--- config.mk ---
export PLATFORM = sky130hd
export DESIGN_NAME = doitgen_seq_ctrl
export DESIGN_NICKNAME = d
export VERILOG_FILES = /design/src/rtl/doitgen_pkg.sv /design/src/rtl/doitgen_mac.sv /design/src/rtl/doitgen_seq_ctrl.sv
export SDC_FILE = /design/constraint.sdc
export NUM_CORES = 1
export LEC_CHECK = 0
export CELL_PAD_IN_SITES_DETAIL_PLACEMENT = 1
export CELL_PAD_IN_SITES_GLOBAL_PLACEMENT = 2
export CORE_MARGIN = 5
export CORE_UTILIZATION = 36
export DETAILED_ROUTE_END_ITERATION = 10
export GPL_TIMING_DRIVEN = 0
export PLACE_DENSITY_LB_ADDON = 0.1
export REMOVE_ABC_BUFFERS = 1
export SYNTH_ARGS = -nofsm -noshare
export SYNTH_HDL_FRONTEND = slang
export SYNTH_SLANG_ARGS = --single-unit
--- constraint.sdc ---
create_clock -name clk -period 6.9 [get_ports clk]
set_input_delay 0.69 -clock clk [delete_from_list [all_inputs] [get_ports clk]]
set_output_delay 0.69 -clock clk [all_outputs]
set_load 0.03 [all_outputs]
--- src/rtl/doitgen_pkg.sv ---
// Shared types and index helpers for the sequential doitgen engine.
package doitgen_pkg;

  localparam int unsigned DefDw  = 8;
  localparam int unsigned DefDim = 2;

  typedef enum logic [2:0] {StIdle, StLoad, StMac, StWb, StDone} state_e;

  // Flat index of A[r][q][p]; element 0 is packed at the MSBs.
  function automatic int unsigned idx3(input int unsigned r, input int unsigned q,
                                       input int unsigned p, input int unsigned dim);
    return (r * dim + q) * dim + p;
  endfunction

  function automatic int unsigned idx2(input int unsigned s, input int unsigned p,
                                       input int unsigned dim);
    return s * dim + p;
  endfunction

endpackage

--- src/rtl/doitgen_mac.sv ---
// Combinational DW-bit multiply-add; product and sum wrap modulo 2^DW.
module doitgen_mac #(
  parameter int unsigned DW = 8
) (
  input  logic [DW-1:0] i_a,
  input  logic [DW-1:0] i_b,
  input  logic [DW-1:0] i_acc,
  output logic [DW-1:0] o_acc
);

  logic [DW-1:0] w_prod;

  assign w_prod = i_a * i_b;
  assign o_acc  = i_acc + w_prod;

endmodule

--- src/rtl/doitgen_seq_ctrl.sv ---
// Sequential doitgen engine: one shared MAC stepped by an FSM over r/q/p/s,
// with start/busy/done handshake and in-place row write-back.
module doitgen_seq_ctrl
  import doitgen_pkg::*;
#(
  parameter int unsigned DW  = DefDw,
  parameter int unsigned DIM = DefDim,
  parameter int unsigned CW  = 2
) (
  input  logic                      clk,
  input  logic                      rst_n,
  input  logic                      start,
  input  logic [CW-1:0]             nr,
  input  logic [CW-1:0]             nq,
  input  logic [CW-1:0]             np,
  input  logic [DW*DIM*DIM*DIM-1:0] a_in,
  input  logic [DW*DIM*DIM-1:0]     x_in,
  output logic                      busy,
  output logic                      done,
  output logic                      err,
  output logic [DW*DIM*DIM*DIM-1:0] a_out
);

  localparam int unsigned NA  = DIM * DIM * DIM;
  localparam int unsigned NX  = DIM * DIM;
  localparam int unsigned AW  = DW * NA;
  localparam int unsigned XW  = DW * NX;
  localparam int unsigned AIW = $clog2(NA);
  localparam int unsigned XIW = $clog2(NX);
  localparam int unsigned PW  = $clog2(DIM);

  state_e        r_state, w_state_d;
  logic [CW-1:0] r_nr, r_nq, r_np;
  logic [CW-1:0] r_r, r_q, r_p, r_s;
  logic [DW-1:0] r_acc;
  logic [DW-1:0] r_a_w    [NA];
  logic [DW-1:0] r_x_w    [NX];
  logic [DW-1:0] r_rowbuf [DIM];
  logic          r_done, r_err;
  logic [AW-1:0] r_a_out;

  logic [CW-1:0]  w_nr_m1, w_nq_m1, w_np_m1;
  logic           w_dims_ok, w_s_last, w_p_last, w_q_last, w_r_last;
  logic [AIW-1:0] w_a_idx;
  logic [XIW-1:0] w_x_idx;
  logic [DW-1:0]  w_acc_next;
  logic [AW-1:0]  w_a_pack;

  assign w_nr_m1 = r_nr - CW'(1);
  assign w_nq_m1 = r_nq - CW'(1);
  assign w_np_m1 = r_np - CW'(1);

  assign w_dims_ok = (r_nr != '0) && (r_nq != '0) && (r_np != '0) &&
                     (r_nr <= CW'(DIM)) && (r_nq <= CW'(DIM)) && (r_np <= CW'(DIM));

  assign w_s_last = (r_s == w_np_m1);
  assign w_p_last = (r_p == w_np_m1);
  assign w_q_last = (r_q == w_nq_m1);
  assign w_r_last = (r_r == w_nr_m1);

  assign w_a_idx = AIW'(idx3(32'(r_r), 32'(r_q), 32'(r_s), DIM));
  assign w_x_idx = XIW'(idx2(32'(r_s), 32'(r_p), DIM));

  doitgen_mac #(
    .DW(DW)
  ) u_mac (
    .i_a  (r_a_w[w_a_idx]),
    .i_b  (r_x_w[w_x_idx]),
    .i_acc(r_acc),
    .o_acc(w_acc_next)
  );

  always_comb begin
    w_a_pack = '0;
    for (int i = 0; i < int'(NA); i++) begin
      w_a_pack[AW-1-DW*i -: DW] = r_a_w[i];
    end
  end

  always_comb begin
    w_state_d = r_state;
    unique case (r_state)
      StIdle: if (start) w_state_d = StLoad;
      StLoad: w_state_d = w_dims_ok ? StMac : StDone;
      StMac:  if (w_s_last && w_p_last) w_state_d = StWb;
      StWb:   if (w_r_last && w_q_last) w_state_d = StDone;
              else w_state_d = StMac;
      StDone: w_state_d = StIdle;
      default: w_state_d = StIdle;
    endcase
  end

  always_ff @(posedge clk or negedge rst_n) begin
    if (!rst_n) r_state <= StIdle;
    else        r_state <= w_state_d;
  end

  always_ff @(posedge clk or negedge rst_n) begin
    if (!rst_n) begin
      r_nr    <= '0;
      r_nq    <= '0;
      r_np    <= '0;
      r_r     <= '0;
      r_q     <= '0;
      r_p     <= '0;
      r_s     <= '0;
      r_acc   <= '0;
      r_done  <= 1'b0;
      r_err   <= 1'b0;
      r_a_out <= '0;
      for (int i = 0; i < int'(NA); i++) r_a_w[i] <= '0;
      for (int i = 0; i < int'(NX); i++) r_x_w[i] <= '0;
      for (int i = 0; i < int'(DIM); i++) r_rowbuf[i] <= '0;
    end else begin
      r_done <= 1'b0;
      r_err  <= 1'b0;
      case (r_state)
        StIdle: begin
          if (start) begin
            r_nr <= nr;
            r_nq <= nq;
            r_np <= np;
            for (int i = 0; i < int'(NA); i++) r_a_w[i] <= a_in[AW-1-DW*i -: DW];
            for (int i = 0; i < int'(NX); i++) r_x_w[i] <= x_in[XW-1-DW*i -: DW];
          end
        end
        StLoad: begin
          r_r   <= '0;
          r_q   <= '0;
          r_p   <= '0;
          r_s   <= '0;
          r_acc <= '0;
        end
        StMac: begin
          // A_w stays untouched here so every p of a row sees the original row.
          if (w_s_last) begin
            r_rowbuf[PW'(r_p)] <= w_acc_next;
            r_acc <= '0;
            r_s   <= '0;
            if (!w_p_last) r_p <= r_p + CW'(1);
          end else begin
            r_acc <= w_acc_next;
            r_s   <= r_s + CW'(1);
          end
        end
        StWb: begin
          for (int unsigned k = 0; k < DIM; k++) begin
            if (k < 32'(r_np)) begin
              r_a_w[AIW'(idx3(32'(r_r), 32'(r_q), k, DIM))] <= r_rowbuf[k];
            end
          end
          r_p <= '0;
          if (w_q_last) begin
            r_q <= '0;
            r_r <= r_r + CW'(1);
          end else begin
            r_q <= r_q + CW'(1);
          end
        end
        StDone: begin
          r_done <= 1'b1;
          r_err  <= !w_dims_ok;
          if (w_dims_ok) r_a_out <= w_a_pack;
        end
        default: ;
      endcase
    end
  end

  assign busy  = (r_state == StLoad) || (r_state == StMac) || (r_state == StWb);
  assign done  = r_done;
  assign err   = r_err;
  assign a_out = r_a_out;

endmodule

== Word level (Yosys, flattened, before mapping) ==
Cells that the tools add are included.
Word-level totals
  bits of input ports: 105
  bits in registers: 203
  logic and storage cells: 137
  output and inout port bits: 67
Operators by class
  multiplexer cells: 38
  reductions and logical operators: 29
  $add $sub $neg: 12
  magnitude comparators: 13
  equal/unequal tests: 13
  multiply operators: 1
  bitwise logic cells: 5
Operators by type and width (count)
  $mux W64: 4
  $bwmux W64: 2
  $pmux W64 S2: 1
  $mux W8: 8
  $demux W8 S3: 2
  $bmux W8 S3: 1
  $bmux W8 S2: 1
  $bwmux W16: 1
  $pmux W2 S2: 4
  $pmux W8 S2: 1
  $reduce_bool A2 Y1: 7
  $ge A4 B4 Y1 const B: 3
  $mux W3: 4
  $not A3 Y4: 3
  $pmux W3 S4: 1
  $reduce_and A2 Y1: 6
  $logic_and A1 B1 Y1: 10
  $mux W2: 5
  $ne A2 B2 Y1 const B: 5
  $add A2 B1 Y2 const B: 4
  $add A8 B8 Y8: 1
  $demux W8 S1: 1
  $eq A2 B2 Y1: 4
  $lt A4 B1 Y1 const B: 2
  other kinds (21): 30

== Longest topological paths before layout ==
Gate-level depths: netlist of run 1.
  word-level depth: 12
  depth in mapped cells: 23
  mapped depth without buffers: 21

== Cells and area by module ==
From an unflattened synthesis of run 1, not the netlist that was laid out.
Unflattened totals
  cell total of the unflattened synthesis: 840
  area, all modules: 10657.7 um2
Modules (own cells, without submodules)
  doitgen_seq_ctrl: seq. area each 5079.9 um2, area an instance 9590.4 um2, instances 1, cells each 713
  doitgen_mac: seq. area each 0.0 um2, area an instance 1067.3 um2, instances 1, cells each 127

== Least setup slack after synthesis of run 1 ==
No wires, ideal clock.
  path kind: reg2reg
  from: reg r_s[1]
  to: reg r_rowbuf[15] in the netlist's numbering
  path buffers: 2
  setup time: 0.125 ns
  period minus slack after synthesis: 5.318 ns
  path slack: 1.582 ns
  required time: 6.775 ns
  data arrival time: 5.194 ns
  stages on the path, launching flop included: 20
  path through: dfrtp_1 -> ha_1 -> clkbuf_2 -> buf_1 -> mux4_2 -> mux2_2 -> nand2_1 -> fa_1 -> fa_1 -> inv_1 -> fa_1 -> inv_1 -> fa_1 -> inv_1 -> ha_1 -> a21oi_1 -> xnor2_1 -> xnor2_1 -> xnor3_1 -> mux2_2
Between the ends
  word-level cells in the longest chain between the ends: 8
  elaborated cells on any way between the ends: 10
  classes of those cells: 2 x add/sub; 1 x mul; 1 x eq/ne; 4 x mux; 1 x bitwise; 1 x reduce/logical
RTL lines
  start: declaration: RTL line doitgen_seq_ctrl.sv:34  | logic [CW-1:0] r_r, r_q, r_p, r_s;
  start signal: assignment: RTL line doitgen_seq_ctrl.sv:143  | r_s <= r_s + CW'(1);
  $add A3 B2 Y3: RTL line doitgen_pkg.sv:12  | return (r * dim + q) * dim + p;
  $not A3 Y4 (implied by the code): RTL line doitgen_seq_ctrl.sv:67  | .i_a (r_a_w[w_a_idx]),
  $bmux W8 S3: RTL line doitgen_seq_ctrl.sv:67
  $mux W8 (implied by the code) (2 in series): RTL line doitgen_seq_ctrl.sv:67
  $mul A8 B8 Y8: RTL line doitgen_mac.sv:13  | assign w_prod = i_a * i_b;
  $add A8 B8 Y8: RTL line doitgen_mac.sv:14  | assign o_acc = i_acc + w_prod;
  $bwmux W16: RTL line doitgen_seq_ctrl.sv:137  | r_rowbuf[PW'(r_p)] <= w_acc_next;
  end signal: indexed assignment: RTL line doitgen_seq_ctrl.sv:137
  end: declaration: RTL line doitgen_seq_ctrl.sv:38  | logic [DW-1:0] r_rowbuf [DIM];
Several ways; a longest one is shown, not always the timed one. The select of a mux whose other input is x is not followed.
A chain may end at the register's enable or synchronous reset.

== Final worst setup path of run 1 ==
  from: reg r_q[0]
  to: reg r_rowbuf[15] in the netlist's numbering
Between the ends
  word-level cells in the longest chain between the ends: 9
RTL lines
  start: declaration: RTL line doitgen_seq_ctrl.sv:34
  start signal: assignment: RTL line doitgen_seq_ctrl.sv:157  | r_q <= r_q + CW'(1);
  $add A2 B2 Y2: RTL line doitgen_pkg.sv:12
  $add A3 B2 Y3: RTL line doitgen_pkg.sv:12
  $not A3 Y4 (implied by the code): RTL line doitgen_seq_ctrl.sv:67
  $bmux W8 S3: RTL line doitgen_seq_ctrl.sv:67
  $mux W8 (implied by the code) (2 in series): RTL line doitgen_seq_ctrl.sv:67
  $mul A8 B8 Y8: RTL line doitgen_mac.sv:13
  $add A8 B8 Y8: RTL line doitgen_mac.sv:14
  $bwmux W16: RTL line doitgen_seq_ctrl.sv:137
Every way passes these cells. The select of a mux whose other input is x is not followed.

==> summary.md, run 1 <==
| Metric | Value |
|---|---|
| Status | finished clean |
| Pin count of the biggest net entering global routing | 75 |
| Placed cell area | ~12000 um2 |
| CTS resizes | 0 |
| Endpoint class of the critical path | register |
| Post-CTS Setup Inserts | 0 |
| Area growth syn-to-layout | 30.0% |
| DR iter-0 viols | about 380 |
| Fill cells | a little under 3k |
| CP max stage delay | between 1 and 1.5 ns |
| Post-Synthesis Cells | about 840 |
| TritonCTS clock tree | built |
| Number of flops mapped to enable cells by yosys | 0 |
| Worst Path Buf+Inv | 3 |
| Die ar. | 31700 um2 |
| FF-to-FF Start | r_q[0] |
| Final Cell Area | 13200 um2 |
| CP dominant cell by count | fa_1 |
| Cell area after synthesis | roughly 10000 um2 |
| Chip height | 178 um |
| Top FF cell, synth | dfrtp_1 |
| Clk_lat worst skew | between 0.5 and 0.6 ns |
| Startpoint Class | register |
| Syn Area/Cell | roughly 12 um2 |
| Pre-antenna DRT Iters | 4 |
| WL final | between 30000 and 40000 um |
| CP top delay family | adder cells |
| # hold bufs at CTS | 0 |
| Peak Freq | 162 MHz |
| Vias in the first global route | 7818 |
| Via count | ~7.4k |
| Max FO, Critical Path | 16 |
| Slew Viols, Final | 0 |
| Clock Skews | between 0.02 and 0.025 ns |
| Yosys Warn Count | 0 |
| Worst reg-to-reg setup slack | about 0.71 ns |
| IO Port Bufs | 171 |
| Clock-pin slew on the worst setup and hold paths | about 0.06 ns |
| Critical-path top delay cell | ha_1 |
| DRC violations left | 0 |
| Max-cap violation count | 0 |
| Std-Cell Rows | 61 |
| Setup TNS | 0 ns |
| Tmin final | a little over 6 ns |
| First-pass GRT wire length | between 40000 and 50000 um |
| Layout Nets | 1150 |
| Crit path cell chain | ha_1 -> mux4_2 -> mux2_2 -> nand2_1 -> fa_1 -> fa_1 -> inv_1 -> fa_1 -> inv_1 -> fa_1 -> inv_1 -> ha_1 -> a21oi_1 -> xnor2_1 -> xnor2_1 -> xnor3_1 -> mux2_2 |
| Final-report hold violation count | 0 |
| Drt wl/cell | 21.6 um |
| Io pins | 172 |
| Max clock buf depth | 3 |
| Asr flop ratio synth | 1.00 |
| Final HPWL DP | around 22000 um |
| Via density per instance | 5.27 |
| Die width | 178 um |
| Worst r2r dst | r_rowbuf[15] |
| H-tree depth | 1 |
| All-Layer GR Usage | 0.193 |
| Routability cong. | 0.795 |
| Initial antenna violation count | 0 |
| Total CTS buffers | 25 |
| Antenna Nets Post-Route | 0 |
| Yosys reg bits | ~200 |
| Fin crit share | 0.897 |
| HP Class | primary input to async pin |
| Share of layout cells above drive strength 1 | 0.104 |
| RSZ-0062 raised after global routing | false |
| Endpoints failing setup | 0 |
| Launch point of the worst path | r_q[0] |
| Root buffer cell | clkbuf_16 |
| WP data arrival | about 6.6 ns |
| Worst Reg-to-Reg Cells | 17 |
| Synth cell types | 46 |
| Slew margin rel. | 0.288 |
| Seq/Total Area, Yosys | 0.500 |
| GR Overflow Total | 0 |
| Core box area | approximately 28000 um2 |
| Critical Setup Path Class | register to register |
| Clock Sinks | between 200 and 250 |
| Starting density of the core | 0.365 |
| WP data required | between 7 and 8 ns |
| Least-Margin Pin Slew | 1.06 ns |
cells in the mapped netlist, drive strengths merged (6+ instances only):
| cell type | number | share of area |
|---|---|---|
| fa | 18 | 0.035 |
| inv | 44 | 0.016 |
| nand2 | 87 | 0.032 |
| ha | 25 | 0.031 |
| and2 | 7 | 0.0043 |
| o21ai | 65 | 0.032 |
| mux4 | 24 | 0.053 |
| clkbuf | 43 | 0.016 |
| a32oi | 64 | 0.055 |
| xor2 | 7 | 0.0068 |
| buf | 9 | 0.0054 |
| a21oi | 21 | 0.010 |
| xnor2 | 21 | 0.019 |
| a22o | 9 | 0.0078 |
| dfrtp | 203 | 0.50 |
| mux2 | 117 | 0.13 |
| nor3 | 6 | 0.0030 |
| nor2b | 8 | 0.0049 |
| nor2 | 33 | 0.012 |
metal layers:
layer,global-route usage,vias up,wire [um]
met1,0.263,3766,13100
met3,0.0280,49,1400
met4,0.0583,0,950
li1,-,3350,-
met5,0,-,0
met2,0.322,193,14700
layout make-up:
cell class | instances | area [um2] | share of cell area
inverters | 44 | 165 | 0.0125
clock buffers | 35 | 723 | 0.0547
diodes | 1 | 2.50 | 0.000189
flip-flops and latches | 203 | 5080 | 0.384
well taps | 378 | 473 | 0.0358
clock inverters | 8 | 73.8 | 0.00558
repair buffers | 186 | 1940 | 0.146
multi-input cells | 542 | 4760 | 0.360
flip-flops by register name, summed over array words and instances (netlist names):
| signal | flops |
|---|---|
| a_out | 64 |
| done | 1 |
| err | 1 |
| r_a_w | 64 |
| r_acc | 8 |
| r_np | 2 |
| r_nq | 2 |
| r_nr | 2 |
| r_p | 2 |
| r_q | 2 |
| r_r | 2 |
| r_rowbuf | 16 |
| r_s | 2 |
| r_state | 3 |
| r_x_w | 32 |
per-stage QoR:
step	util	hold slack [ns]	setup WS, ns	instances
floorplan	-	0.394	-0.968	789
global placement	0.436	0.463	-7.63	1338
detailed placement	0.446	0.466	0.608	1353
CTS	0.474	0.119	0.597	1396
global route	0.474	0.132	0.374	1396
finish	0.474	0.0856	0.710	1397
cells by family after synthesis:
logic type / after synthesis / synth area share
flops: 203 / 0.500
xor+xnor: 30 / 0.0302
mux: 145 / 0.188
fa+ha+maj: 43 / 0.0662
compound gates: 171 / 0.114
simple gates: 153 / 0.0644
buf+inv: 96 / 0.0377
worst max-delay path by stage:
stage,to,slack (ns),cells past startpoint
final,r_rowbuf[15],0.71,17
after global routing,r_rowbuf[7],0.37,17
after CTS,r_rowbuf[15],0.60,17
after detailed placement,r_rowbuf[15],0.61,17
after global placement,r_a_w[38],-7.63,4
after floorplan,r_a_w[0],-0.97,3
placed cells by master (no fill, tap or decap), drive strengths merged, types with 7 or more instances in the layout:
cell type / n
dfrtp: 203
clkdlybuf4s50: 170
mux2: 117
nand2: 87
o21ai: 65
a32oi: 64
inv: 45
clkbuf: 35
nor2: 33
ha: 25
mux4: 24
a21oi: 21
xnor2: 21
fa: 18
buf: 16
a22o: 9
nor2b: 8
and2: 7
xor2: 7
Power of run 1 is left out: the tool's default activity adds up to more than one toggle a clock period on the data nets, which glitch-free logic cannot reach.
==> inputs of run 2 (changes only) <==
--- a/config.mk
+++ b/config.mk
@@ -13,6 +13,7 @@
 export GPL_TIMING_DRIVEN = 0
 export PLACE_DENSITY_LB_ADDON = 0.1
 export REMOVE_ABC_BUFFERS = 1
+export SLEW_MARGIN = 20
 export SYNTH_ARGS = -nofsm -noshare
 export SYNTH_HDL_FRONTEND = slang
 export SYNTH_SLANG_ARGS = --single-unit
==> run 2 against run 1 <==
Effect of this change: critical endpoint unchanged; routed wire length is 0.39% lower; global-route usage is 0.23 points lower; fmax is 0.66% lower; clock skew is 0.014 ns lower; cell area is 0.74% higher.
==> summary.md, run 2 (synthesis gave the netlist of run 1 again) <==
| Metric | Value |
|---|---|
| Critical-path top delay cell | ha_1 |
| Worst r2r dst | r_rowbuf[15] |
| Layout Nets | around 1.2k |
| Chip height | approximately 180 um |
| Startpoint Class | register |
| Max-cap violation count | 0 |
| Sequential cell area | around 5100 um2 |
| Crit path cell chain | ha_1 -> mux4_2 -> mux2_2 -> nand2_1 -> fa_1 -> fa_1 -> inv_1 -> fa_1 -> inv_1 -> fa_1 -> inv_1 -> ha_1 -> a21oi_1 -> xnor2_1 -> xnor2_1 -> xnor3_1 -> mux2_2 |
| WL final | around 30000 um |
| Slew margin rel. | 0.269 |
| H-tree depth | 1 |
| Fill cells | ~2.9k |
| FF-to-FF Start | r_q[0] |
| Total CTS buffers | 25 |
| WP data arrival | 6.65 ns |
| Placed insts | around 1.4k |
| Critical path depth | 17 |
| GR Overflow Total | 0 |
| Critical Setup Path Class | register to register |
| Pre-antenna DRT Iters | 5 |
| Clk_lat worst skew | around 0.53 ns |
| Antenna Nets Post-Route | 0 |
| Endpoints failing setup | 0 |
| HP Class | primary input to async pin |
| IO Port Bufs | between 150 and 200 |
| CP top delay family | adder cells |
| Share of layout cells above drive strength 1 | 0.109 |
| All-Layer GR Usage | 0.191 |
| Area of the multi-input gates | between 4000 and 5000 um2 |
| Die ar. | around 32000 um2 |
| Worst Reg-to-Reg Cells | 17 |
| Endpoint class of the critical path | register |
| Final-report hold violation count | 0 |
| Worst Path Buf+Inv | 3 |
| Via density per instance | 5.27 |
| Most common cell after layout, fill and taps aside | dfrtp_1 |
| Drt wl/cell | around 21 um |
| WP data required | 7.32 ns |
| # hold bufs at CTS | 0 |
| TritonCTS clock tree | built |
| CP max stage delay | between 1 and 1.5 ns |
| Initial antenna violation count | 0 |
| DR iter-0 viols | about 350 |
| Via count | about 7.4k |
| Vias in the first global route | just under 8k |
| Tmin final | slightly above 6 ns |
| Max clock buf depth | 3 |
| Clock Skews | around 0.0082 ns |
| Pin count of the biggest net entering global routing | 74 |
| Clock Sinks | around 200 |
| CP dominant cell by count | fa_1 |
| Routability cong. | ~0.80 |
| CTS resizes | 0 |
| DRC violations left | 0 |
| Slew Viols, Final | 0 |
| Fin cells | 1405 |
| Root buffer cell | clkbuf_16 |
| Worst reg-to-reg setup slack | 0.67 ns |
| RSZ-0062 raised after global routing | false |
| Peak Freq | ~160 MHz |
| Post-CTS Setup Inserts | 0 |
| CP endpoint | r_rowbuf[15] |
| Fin crit share | 0.903 |
| Std-Cell Rows | 61 |
| Least-Margin Pin Slew | ~1.1 ns |
| N_diodes | 0 |
| Starting density of the core | 0.365 |
| Most frequent cells in the layout | dfrtp_1 (202), clkdlybuf4s50_1 (170), mux2_1 (108) |
| Max FO, Critical Path | 16 |
| Launch point of the worst path | r_q[0] |
| Die width | around 180 um |
| Io pins | about 170 |
| Status | finished clean |
| Area growth syn-to-layout | 31.0% |
| Final HPWL DP | approximately 22000 um |
| Clock-pin slew on the worst setup and hold paths | about 0.060 ns |
| First-pass GRT wire length | ~47000 um |
| Core box area | roughly 28000 um2 |
-- run 2: cell types whose count changed in the layout (fill, tap and decap cells not counted), moves of 2 or more --
cell      delta
buf_2        +4
buf_4        +2
buf_12       +2
clkbuf_1     +3
-- run 2: worst reg2reg max path, stage by stage (launching register included) --
cell and delay (ns):
dfrtp_1 0.50, ha_1 1.08, mux4_2 0.48, mux2_2 0.34, nand2_1 0.11, fa_1 0.45
fa_1 0.52, inv_1 0.05, fa_1 0.47, inv_1 0.06, fa_1 0.53, inv_1 0.04
ha_1 0.31, a21oi_1 0.19, xnor2_1 0.20, xnor2_1 0.16, xnor3_1 0.32, mux2_2 0.30
-- run 2: how the worst min path moves through the flow --
stage | endpoint | slack [ns] | depth (start not counted)
finish | a_out[57] | 0.09 | 1
global placement | r_x_w[27] | 0.46 | 1
detailed placement | r_acc[4] | 0.47 | 2
CTS | a_out[57] | 0.11 | 1
floorplan | a_out[0] | 0.39 | 0
global route | a_out[57] | 0.13 | 1
-- run 2: metrics by stage --
step	TNS [ns]	setup slack [ns]	hold WS, ns	cell area [um2]	utilization
after global placement	-1267.37	-7.63	0.463	12100	0.436
after detailed placement	0	0.610	0.471	12500	0.449
after global routing	0	0.396	0.133	13300	0.478
final	0	0.668	0.0854	13300	0.478
after floorplan	-39.69	-0.968	0.394	9950	-
after CTS	0	0.606	0.110	13300	0.478
-- run 2: layout make-up --
type	count	area share
multi-input cells	542	0.358
inverters	44	0.0124
flip-flops and latches	203	0.382
clock buffers	39	0.0562
repair buffers	193	0.151
clock inverters	6	0.00545
well taps	378	0.0355
-- run 2: routing by layer --
layer | track usage | part of all wire
met1 | 0.259 | 0.44
met2 | 0.325 | 0.49
met3 | 0.0233 | 0.043
met4 | 0.0522 | 0.027
met5 | 0 | 0
Power of run 2 is left out for the same reason.
==> inputs of run 3 (changes only) <==
--- a/config.mk
+++ b/config.mk
@@ -8,7 +8,7 @@
 export CELL_PAD_IN_SITES_DETAIL_PLACEMENT = 1
 export CELL_PAD_IN_SITES_GLOBAL_PLACEMENT = 2
 export CORE_MARGIN = 5
-export CORE_UTILIZATION = 36
+export CORE_UTILIZATION = 30
 export DETAILED_ROUTE_END_ITERATION = 10
 export GPL_TIMING_DRIVEN = 0
 export PLACE_DENSITY_LB_ADDON = 0.1
==> run 3 against run 2 <==
Effect of this change: largest cell class unchanged; routed wire length increased by 6.4%; count of clock-buffer cells in the layout is the same; fmax fell by 0.60%; hold slack got worse by 0.010 ns; critical path depth stayed put.
==> summary.md, run 3 (synthesis gave the netlist of run 1 again) <==
| Metric | Value |
|---|---|
| Max clock buf depth | 3 |
| Chip height | 194 um |
| # hold bufs at CTS | 0 |
| WP data required | roughly 7.3 ns |
| RSZ-0062 raised after global routing | false |
| Io pins | 172 |
| Initial antenna violation count | 1 |
| H-tree depth | 1 |
| Total CTS buffers | 25 |
| GR Overflow Total | 0 |
| Slew margin rel. | 0.217 |
| Drt wl/cell | 21.8 um |
| Final HPWL DP | approximately 23000 um |
| Endpoint class of the critical path | register |
| Final-report hold violation count | 0 |
| Final Worst Setup Slack | 0.630 ns |
| Final Cell Area | 13300 um2 |
| Slew Viols, Final | 0 |
| Std-Cell Rows | 67 |
| DRC violations left | 0 |
| Pin count of the biggest net entering global routing | 83 |
| Tmin final | 6.27 ns |
| Root buffer cell | clkbuf_16 |
| Pre-antenna DRT Iters | 5 |
| Most frequent cells in the layout | dfrtp_1 (202), clkdlybuf4s50_1 (170), mux2_1 (108) |
| Die width | approximately 190 um |
| WP data arrival | about 6.7 ns |
| Clk_lat worst skew | ~0.54 ns |
| Max-cap violation count | 0 |
| Clock-pin slew on the worst setup and hold paths | approximately 0.05 ns |
| Core box area | about 34000 um2 |
| First-pass GRT wire length | approximately 50000 um |
| All-Layer GR Usage | 0.168 |
| Via density per instance | slightly below 5 |
| Die ar. | approximately 38000 um2 |
| Most common cell after layout, fill and taps aside | dfrtp_1 |
| Clock Sinks | approximately 200 |
| Fin crit share | 0.909 |
| Least-Margin Pin Slew | 1.17 ns |
| Post-CTS Setup Inserts | 0 |
| Antenna Nets Post-Route | 0 |
| Startpoint Class | register |
| Worst reg-to-reg setup slack | about 0.63 ns |
| Share of layout cells above drive strength 1 | 0.102 |
| Critical Setup Path Class | register to register |
| HP Class | primary input to async pin |
| Area growth syn-to-layout | 30.7% |
| IO Port Bufs | 171 |
| Starting density of the core | 0.303 |
| DR iter-0 viols | approximately 260 |
| N_diodes | 0 |
| Status | finished clean |
| Vias in the first global route | just over 8k |
| WL final | ~32000 um |
| Routability cong. | roughly 0.74 |
| Setup WS pre-CTS | 0.595 ns |
| Layout Nets | around 1.2k |
| Max FO, Critical Path | 16 |
| CTS resizes | 0 |
| Placed cell area | 12600 um2 |
| Final core occ | 0.396 |
| Clock Skews | between 0.008 and 0.009 ns |
| TritonCTS clock tree | built |
| Peak Freq | around 160 MHz |
| Endpoints failing setup | 0 |
| Via count | around 7.3k |
-- run 3: cell count changes in the layout (fill, tap and decap cells not counted), moves of 2 or more --
cell,before,now
buf_2,4,8
clkbuf_1,7,11
clkbuf_8,7,3
buf_4,7,4
clkinv_2,3,0
buf_6,2,4
buf_8,3,1
-- run 3: cell type report --
cell class	instances	area, um2
Tap cell	448	561
Sequential cell	203	5080
Clock buffer	39	708
Multi-Input combinational cell	542	4760
Fill cell	3589	20200
Inverter	44	165
Timing Repair Buffer	194	1990
Clock inverter	1	20.0
-- run 3: through the flow --
stage,cells,setup TNS (ns),hold slack (ns)
after floorplan,789,-39.69,0.394
after global placement,1408,-1346.03,0.463
after detailed placement,1431,0,0.475
after CTS,1471,0,0.0759
after global routing,1471,0,0.0889
final,1471,0,0.0750
-- run 3: path summary, 6_finish.rpt --
| kind | from | end | cells after the start |
|---|---|---|---|
| setup / recovery | r_q[0] | r_rowbuf[7] | 17 |
| hold / removal | rst_n | a_out[32] | 1 |
| setup reg to reg | r_q[0] | r_rowbuf[7] | 17 |
| hold reg to reg | r_x_w[28] | r_x_w[28] | 1 |
| max in group asynchronous | rst_n | r_x_w[27] | 2 |
| min in group clk | r_x_w[28] | r_x_w[28] | 1 |
-- run 3: layer usage --
metal / wire, um / track usage / vias to the layer above
met5: 13 / 0 / -
met4: 678 / 0.0336 / 2
met3: 1300 / 0.0259 / 39
met2: 15800 / 0.289 / 178
met1: 14300 / 0.227 / 3719
li1: - / - / 3365
-- run 3: worst max-delay path, stage by stage (launching register included) --
cell and delay, ns:
dfrtp_1 0.50, ha_1 1.14, mux4_2 0.45, mux2_2 0.31, nand2_1 0.11, fa_1 0.45, fa_1 0.55, inv_1 0.05
fa_1 0.47, inv_1 0.05, fa_1 0.53, inv_1 0.05, ha_1 0.32, a21oi_1 0.25, xnor2_1 0.17, xnor2_1 0.15
xnor3_1 0.30, mux2_2 0.28
Power of run 3 is left out for the same reason.
